## config.mk

```make
export PLATFORM = sky130hd
export DESIGN_NAME = muldiv_unit
export DESIGN_NICKNAME = d
export VERILOG_FILES = /design/src/rtl/muldiv_pkg.sv /design/src/rtl/muldiv_div_step.sv /design/src/rtl/muldiv_unit.sv
export SDC_FILE = /design/constraint.sdc
export NUM_CORES = 2
export LEC_CHECK = 0
export BUFFER_PORTS_ARGS = -buffer_cell sky130_fd_sc_hd__buf_2
export CORE_MARGIN = 1
export CORE_UTILIZATION = 60
export CTS_BUF_LIST = sky130_fd_sc_hd__clkbuf_4 sky130_fd_sc_hd__clkbuf_8
export DETAILED_ROUTE_END_ITERATION = 6
export PLACE_DENSITY = 0.76
export SLEW_MARGIN = 10
export SYNTH_ARGS = -nofsm -noshare
export SYNTH_HDL_FRONTEND = slang
export SYNTH_SLANG_ARGS = --single-unit
```

## constraint.sdc

```tcl
create_clock -name clk_i -period 19.1 [get_ports clk_i]
set_input_delay 2.865 -clock clk_i [delete_from_list [all_inputs] [get_ports clk_i]]
set_output_delay 2.865 -clock clk_i [all_outputs]
set_load 0.005 [all_outputs]
```

## src/rtl/muldiv_pkg.sv

```systemverilog
// Shared definitions for the RV32M multiply/divide unit: XLEN, funct3 opcodes
// and the sequencer state encoding.
package muldiv_pkg;

    localparam int XLEN = 32;

    typedef enum logic [2:0] {
        F3_MUL    = 3'b000,
        F3_MULH   = 3'b001,
        F3_MULHSU = 3'b010,
        F3_MULHU  = 3'b011,
        F3_DIV    = 3'b100,
        F3_DIVU   = 3'b101,
        F3_REM    = 3'b110,
        F3_REMU   = 3'b111
    } funct3_e;

    typedef enum logic [2:0] {
        ST_IDLE,
        ST_MUL,
        ST_DIV,
        ST_FIX,
        ST_DONE
    } state_e;

    // DIV and REM treat their operands as two's complement; DIVU/REMU do not.
    function automatic logic div_is_signed(input logic [2:0] f3);
        return ~f3[0];
    endfunction

    // Operand A is signed for MULH and MULHSU, operand B only for MULH.
    function automatic logic mul_a_signed(input logic [2:0] f3);
        return (f3[1:0] == 2'b01) || (f3[1:0] == 2'b10);
    endfunction

    function automatic logic mul_b_signed(input logic [2:0] f3);
        return f3[1:0] == 2'b01;
    endfunction

endpackage

```

## src/rtl/muldiv_div_step.sv

```systemverilog
// One restoring-division iteration: shift the next dividend bit into the
// partial remainder, trial-subtract the divisor, emit one quotient bit.
module muldiv_div_step
    import muldiv_pkg::*;
(
    input  logic [XLEN-1:0] rem_i,
    input  logic [XLEN-1:0] quo_i,
    input  logic [XLEN-1:0] dvs_i,
    output logic [XLEN-1:0] rem_o,
    output logic [XLEN-1:0] quo_o
);

    logic [XLEN:0] rem_shift;
    logic [XLEN:0] trial;

    // quo_i doubles as the dividend shift register: its MSB feeds the remainder
    // while the new quotient bit enters at the LSB.
    assign rem_shift = {rem_i, quo_i[XLEN-1]};
    assign trial     = rem_shift - {1'b0, dvs_i};
    assign rem_o     = trial[XLEN] ? rem_shift[XLEN-1:0] : trial[XLEN-1:0];
    assign quo_o     = {quo_i[XLEN-2:0], ~trial[XLEN]};

endmodule

```

## src/rtl/muldiv_unit.sv

```systemverilog
// RV32M multiply/divide unit for the EX stage: single-cycle 33x33 multiply,
// 32-cycle restoring divide, sign fix-up, and a one-cycle done pulse.
module muldiv_unit
    import muldiv_pkg::*;
(
    input  logic            clk_i,
    input  logic            rst_i,
    input  logic            start_i,
    input  logic [2:0]      funct3_i,
    input  logic [XLEN-1:0] rs1_data_i,
    input  logic [XLEN-1:0] rs2_data_i,
    input  logic [4:0]      rd_addr_i,
    input  logic            flush_i,
    output logic            stall_o,
    output logic            busy_o,
    output logic            done_o,
    output logic [XLEN-1:0] result_o,
    output logic [4:0]      rd_addr_o
);

    state_e          state_q;
    logic [5:0]      cnt_q;
    logic            done_q;
    logic [XLEN-1:0] result_q;
    logic [4:0]      rd_addr_q;

    logic [2:0]      f3_q;
    logic [4:0]      tag_q;
    logic [XLEN-1:0] opa_q;
    logic [XLEN-1:0] opb_q;
    logic [XLEN-1:0] rem_q;
    logic [63:0]     prod_q;
    logic            qneg_q;
    logic            rneg_q;
    logic            special_q;
    logic [XLEN-1:0] spec_q;

    logic            accept;
    logic            in_div;
    logic            in_sgn;
    logic            div_zero;
    logic            div_ovf;
    logic            in_special;
    logic            a_neg;
    logic            b_neg;
    logic [XLEN-1:0] abs_a;
    logic [XLEN-1:0] abs_b;
    logic [XLEN-1:0] spec_d;

    assign accept     = (state_q == ST_IDLE) && start_i && !flush_i;
    assign in_div     = funct3_i[2];
    assign in_sgn     = div_is_signed(funct3_i);
    assign div_zero   = (rs2_data_i == '0);
    assign div_ovf    = in_sgn && (rs1_data_i == 32'h8000_0000) && (rs2_data_i == 32'hFFFF_FFFF);
    assign in_special = in_div && (div_zero || div_ovf);
    assign a_neg      = in_sgn && rs1_data_i[XLEN-1];
    assign b_neg      = in_sgn && rs2_data_i[XLEN-1];
    assign abs_a      = a_neg ? (~rs1_data_i + 32'd1) : rs1_data_i;
    assign abs_b      = b_neg ? (~rs2_data_i + 32'd1) : rs2_data_i;

    // Divide-by-zero and overflow results bypass the iterative divider.
    always_comb begin
        spec_d = 32'h8000_0000;
        if (div_zero)
            spec_d = funct3_i[1] ? rs1_data_i : 32'hFFFF_FFFF;
        else if (funct3_i[1])
            spec_d = '0;
    end

    logic [63:0] mul_a_w;
    logic [63:0] mul_b_w;
    logic [63:0] prod_d;

    // Sign- or zero-extend to 64 bits; the low 64 bits of the product then
    // equal the true 33x33 product for every operand signedness.
    assign mul_a_w = {{32{mul_a_signed(f3_q) & opa_q[XLEN-1]}}, opa_q};
    assign mul_b_w = {{32{mul_b_signed(f3_q) & opb_q[XLEN-1]}}, opb_q};
    assign prod_d  = mul_a_w * mul_b_w;

    logic [XLEN-1:0] rem_d;
    logic [XLEN-1:0] quo_d;

    muldiv_div_step u_div_step (
        .rem_i (rem_q),
        .quo_i (opa_q),
        .dvs_i (opb_q),
        .rem_o (rem_d),
        .quo_o (quo_d)
    );

    logic [XLEN-1:0] q_fix;
    logic [XLEN-1:0] r_fix;
    logic [XLEN-1:0] res_fix;

    assign q_fix = qneg_q ? (~opa_q + 32'd1) : opa_q;
    assign r_fix = rneg_q ? (~rem_q + 32'd1) : rem_q;

    always_comb begin
        res_fix = q_fix;
        if (special_q)
            res_fix = spec_q;
        else if (!f3_q[2])
            res_fix = (f3_q[1:0] == 2'b00) ? prod_q[31:0] : prod_q[63:32];
        else if (f3_q[1])
            res_fix = r_fix;
    end

    // Operand/datapath registers carry no reset; they are always loaded at accept.
    always_ff @(posedge clk_i) begin
        if (accept) begin
            f3_q      <= funct3_i;
            tag_q     <= rd_addr_i;
            opa_q     <= in_div ? abs_a : rs1_data_i;
            opb_q     <= in_div ? abs_b : rs2_data_i;
            rem_q     <= '0;
            qneg_q    <= a_neg ^ b_neg;
            rneg_q    <= a_neg;
            special_q <= in_special;
            spec_q    <= spec_d;
        end else if (state_q == ST_MUL) begin
            prod_q <= prod_d;
        end else if (state_q == ST_DIV) begin
            rem_q <= rem_d;
            opa_q <= quo_d;
        end
    end

    always_ff @(posedge clk_i or posedge rst_i) begin
        if (rst_i) begin
            state_q   <= ST_IDLE;
            cnt_q     <= '0;
            done_q    <= 1'b0;
            result_q  <= '0;
            rd_addr_q <= '0;
        end else begin
            done_q <= 1'b0;
            if (flush_i) begin
                state_q <= ST_IDLE;
                cnt_q   <= '0;
            end else begin
                case (state_q)
                    ST_IDLE: begin
                        if (start_i) begin
                            cnt_q <= '0;
                            if (in_special)
                                state_q <= ST_FIX;
                            else if (in_div)
                                state_q <= ST_DIV;
                            else
                                state_q <= ST_MUL;
                        end
                    end
                    ST_MUL: state_q <= ST_FIX;
                    ST_DIV: begin
                        cnt_q <= cnt_q + 6'd1;
                        if (cnt_q == 6'd31)
                            state_q <= ST_FIX;
                    end
                    ST_FIX: begin
                        result_q  <= res_fix;
                        rd_addr_q <= tag_q;
                        done_q    <= 1'b1;
                        state_q   <= ST_DONE;
                    end
                    ST_DONE: state_q <= ST_IDLE;
                    default: state_q <= ST_IDLE;
                endcase
            end
        end
    end

    assign busy_o    = (state_q != ST_IDLE);
    assign done_o    = done_q;
    assign result_o  = result_q;
    assign rd_addr_o = rd_addr_q;
    assign stall_o   = !rst_i && (((state_q == ST_IDLE) && start_i) || (state_q == ST_MUL)
                                  || (state_q == ST_DIV) || (state_q == ST_FIX));

endmodule

```

# Yosys cells after proc, flatten, opt, wreduce, memory -nomap -nowiden
# Index checks and enable logic that the tools add are counted.
# word_totals
out_inout_bits	40
ff_bits	250
in_bits	76
wordCells	100
# classes
n_addsub	6
eq_ne	11
mux	28
n_bitwise	12
mul	1
reduce_logical	27
# op_table
cell	count
$mux W32	17
$add A32 B1 Y32 const B	4
$not A32 Y32	4
$eq A32 B32 Y1 const B	2
$mul A33 B33 Y64	1
$sub A33 B32 Y33	1
$logic_not A32 Y1	1
$mux W6	2
$pmux W3 S4	1
$pmux W6 S2	1
$reduce_and A2 Y1	6
$mux W3	3
$logic_and A1 B1 Y1	8
$add A6 B1 Y6 const B	1
$eq A3 B2 Y1 const B	2
$eq A6 B5 Y1 const B	1
$reduce_bool A3 Y1	2
$logic_or A1 B1 Y1	5
$not A1 Y1	5
$mux W2	2
$eq A3 B1 Y1 const B	1
$logic_not A3 Y1	1
$ne A3 B2 Y1 const B	1
$ne A3 B3 Y1 const B	1
other kinds (9)	12

# Logic depth before layout (Yosys ltp)
# depth
ltp_word	9
depth_mapped	35

# Modules after synthesis
# From an unflattened synthesis, not the netlist that was laid out.
# hier_totals
cells_unflattened	5873
hier_area_um2	53209.8
# by_module_without_submodules
module	cells_each	instances	area_per_inst_um2
muldiv_unit	5534	1	50671.1
muldiv_div_step	339	1	2538.7

# Worst setup path before layout
# OpenSTA, ideal clock, no wires.
# synth_timing
kind	reg2reg
startpoint	register f3_q[1]
endpoint	register prod_q[61] (data pin)
path_buffers	5
setup_slack_ps	10169
required_ps	18841
setup_time_ps	259
t_arrival_ps	8672
stages_incl_launch_ff	32
cell_sequence	edfxtp_1 > clkbuf_1 > clkbuf_1 > inv_1 > ha_1 > and2_1 > clkbuf_1 > clkbuf_1 > nand2_1 > inv_1 > fa_1 > fa_1 > fa_1 > inv_1 > fa_1 > inv_1 > fa_1 > fa_1 > inv_1 > fa_1 > fa_1 > inv_1 > ha_1 > clkbuf_1 > and3_1 > and3_1 > o211ai_1 > o2111ai_1 > a31oi_1 > o21bai_1 > a21oi_1 > xnor2_1
# synth_via
elab_chain_cells	4
word_cells_on_any_way	6
# synth_lines
element	line_no	rtl
start, declared	muldiv_unit.sv:27	logic [2:0] f3_q;
start signal, assigned	muldiv_unit.sv:111	f3_q <= funct3_i;
$eq A2 B1 Y1 or $eq A2 B2 Y1 (tied branches)	muldiv_pkg.sv:33, muldiv_pkg.sv:37	
$logic_or A1 B1 Y1	muldiv_pkg.sv:33	return (f3[1:0] == 2'b01) || (f3[1:0] == 2'b10);
$and A1 B1 Y1	muldiv_unit.sv:76	assign mul_a_w = {{32{mul_a_signed(f3_q) & opa_q[XLEN-1]}}, opa_q};
$mul A33 B33 Y64 *	muldiv_unit.sv:78	assign prod_d = mul_a_w * mul_b_w;
named net prod_d[61]	muldiv_unit.sv:72	logic [63:0] prod_d;
end signal, assigned	muldiv_unit.sv:121	prod_q <= prod_d;
end, declared	muldiv_unit.sv:32	logic [63:0] prod_q;
# Mark *: on every way through the listed nets, which the timed path passes. The rest lies on a longest branch.
# A chain may end at the register's enable or synchronous reset.

# Final worst setup path
# Same ends and word-level chain as after synthesis.

==> out/qor.csv <==
metric,value,unit
cts_resized,0,
cts-hold-fix-buffers,0,
rsz0062_at_grt,no,
routabilityCongestion,0.9651,
grt_use_total,34.83,%
status,completed,
hpwl,115.0,mm
setup.worst_path.start,f3_q[1]$_DFFE_PP_,
cts_buffers,45,
cts_max_level,2,
ys_async_sr_fraction,18.80,%
cts_root_buf,clkbuf_8,
hp-class,reg -> reg,
worst_pin_slew,1243,ps
grt_max_degree,90,
ys.flop_type,edfxtp_1,
post_cts_buffers,0,
synth_edf_count,171,
syn_area,0.05234,mm^2
finalClockSkew,28.92,ps
die_w,297.3,um
overflow,0,
rows,107,
clkTransAtPathRegs,60,ps
nets,7153,
cp.arrival,10690,ps
core-area,0.08582,mm^2
area_growth,4.650,%
grt_pass1_wl,237.6,mm
drt-total-wl,148.8,mm
via_per_inst,5.795,
drtIter0Drc,3407,
cp-start-kind,flop,
critPathMaxFanout,59,
slew_violations,0,
syn_inst,5790,
fin_crit_sh,54.03,%
layout_commonest_cell,inv_1,
cts_tree,built,
min_period,10320,ps
cap_viol_max_count,0,
syn_area_per_cell,9.039,um^2
end_kind,flop,
drive_above_1_share,5.510,%
port_buffers,115,
drcViolationCount,0,
die_y,297.3,um
grt_pass1_vias,42023,
path_class,reg -> reg,
reg2reg_from,f3_q[1]$_DFFE_PP_,
wl_per_cell,21.63,um
hold_viol,0,
start_util,60.99,%
yosysSeqAreaShare,13.28,%
die-area,0.08841,mm^2
io_pins,116,
yosysWarnings,0,
antenna_found_initial,7,
timing.hold.ws,474.5,ps
most-common-layout-cells,"inv_1, fa_1, nand2_1, a21oi_1, ha_1",
cts_buffer_depth,3,
detail-route-antenna-nets,0,
insertion_delay,640,ps
cts.sinks,250,
fin_setup_tns,0,ps
ys_types,73,
finalSetupViolCount,0,
critPathRequiredTime,19470,ps
drt-pass1-iter-count,7,
synth_fp_nets,7245,
worstHoldStart,tag_q[1]$_DFFE_PP_,
fmax,96.89,MHz
ys_seq_elements,250,
dr_total_vias,39870,
slew_headroom,16.40,%
[cells by family after synthesis]
logic type | synth area share (%)
simple gates | 13.97
buf+inv | 11.66
fa+ha+maj | 49.12
compound gates | 7.430
flops | 13.28
xor+xnor | 3.749
mux | 0.7865
[synth_stat cells, types with 15 or more instances]
cell type / n / area share (%)
fa_1: 1126 / 43
and2_1: 213 / 2.5
clkbuf_1: 302 / 2.2
buf_1: 36 / 0.26
o21a_1: 17 / 0.24
xor2_1: 65 / 1.1
dfxtp_1: 32 / 1.2
a211oi_1: 64 / 0.92
inv_1: 1277 / 9.2
o21ai_0: 116 / 1.1
a31oi_1: 15 / 0.18
o41ai_1: 15 / 0.25
ha_1: 253 / 6.0
edfxtp_1: 171 / 9.8
a21oi_1: 254 / 2.4
o31ai_1: 30 / 0.43
nor2b_1: 49 / 0.59
and3_1: 27 / 0.32
mux2i_1: 31 / 0.59
nor2_1: 241 / 1.7
nor4_1: 15 / 0.18
nand3_1: 37 / 0.35
nor3_1: 29 / 0.28
nand2b_1: 18 / 0.22
nand2_1: 935 / 6.7
a21o_1: 33 / 0.47
dfrtp_1: 47 / 2.2
xnor2_1: 159 / 2.7
nand4_1: 31 / 0.37
[layer usage]
layer	track usage, %	vias to the layer above	share of wire, %
li1	-	17278	-
met1	47.10	20224	39
met2	56.09	1994	47
met5	0	-	0
met3	5.565	374	9.1
met4	14.89	0	4.9
[cell type report]
type	instances	area, um^2
multi-input combinational	3921	39310
tap	1144	1431
sequential	250	6952
timing repair buffer	203	1234
clock buffer	66	833.3
fill	7056	31040
antenna	1	2.502
clock inverter	18	215.2
inverter	1277	4793
[state kept, by name, indices dropped and copies added (netlist names)]
signal,cells
cnt_q,6
done_o,1
f3_q,3
opa_q,32
opb_q,32
prod_q,64
qneg_q,1
rd_addr_o,5
rem_q,32
result_o,32
rneg_q,1
spec_q,32
special_q,1
state_q,3
tag_q,5
[stage by stage]
| stage | cells | instance area, um^2 | setup slack [ps] | utilization [%] |
|---|---|---|---|---|
| 2_1_floorplan | 5790 | 52340 | 10170 | - |
| 3_3_place_gp | 6794 | 53710 | 9013 | 62.59 |
| 3_5_place_dp | 6794 | 53710 | 8796 | 62.59 |
| 4_1_cts | 6878 | 54760 | 8803 | 63.81 |
| 5_1_grt | 6879 | 54770 | 8127 | 63.82 |
| 6_report | 6880 | 54770 | 8779 | 63.82 |
[final timing paths]
| path | end | slack [ps] | cells after the start |
|---|---|---|---|
| setup / recovery | prod_q[61]$_DFFE_PP_ | 8780 | 27 |
| hold / removal | rd_addr_o[1]$_DFFE_PP0P_ | 470 | 1 |
| setup reg to reg | prod_q[61]$_DFFE_PP_ | 8780 | 27 |
| hold reg to reg | rd_addr_o[1]$_DFFE_PP0P_ | 470 | 1 |
| max in group asynchronous | result_o[11]$_DFFE_PP0P_ | 16020 | 2 |
| min in group asynchronous | done_o$_DFF_PP0_ | 2470 | 2 |
[critical path, cell delays in order (launching register included)]
cell and delay, ps:
edfxtp_1 320, buf_4 450, inv_1 290, ha_2 650
and2_1 670, nand2_1 200, inv_1 160, fa_1 490
fa_1 560, fa_1 620, inv_1 290, fa_1 1050
inv_1 310, fa_1 530, fa_1 540, inv_1 50
fa_1 460, fa_1 490, inv_1 40, ha_1 380
and3_1 280, and3_1 190, o211ai_1 80, o2111ai_1 250
a31oi_1 330, o21bai_1 100, a21oi_1 180, xnor2_1 70
Power is not shown: default switching activity piles up to over one toggle a cycle in this logic, so the estimate is an artifact.
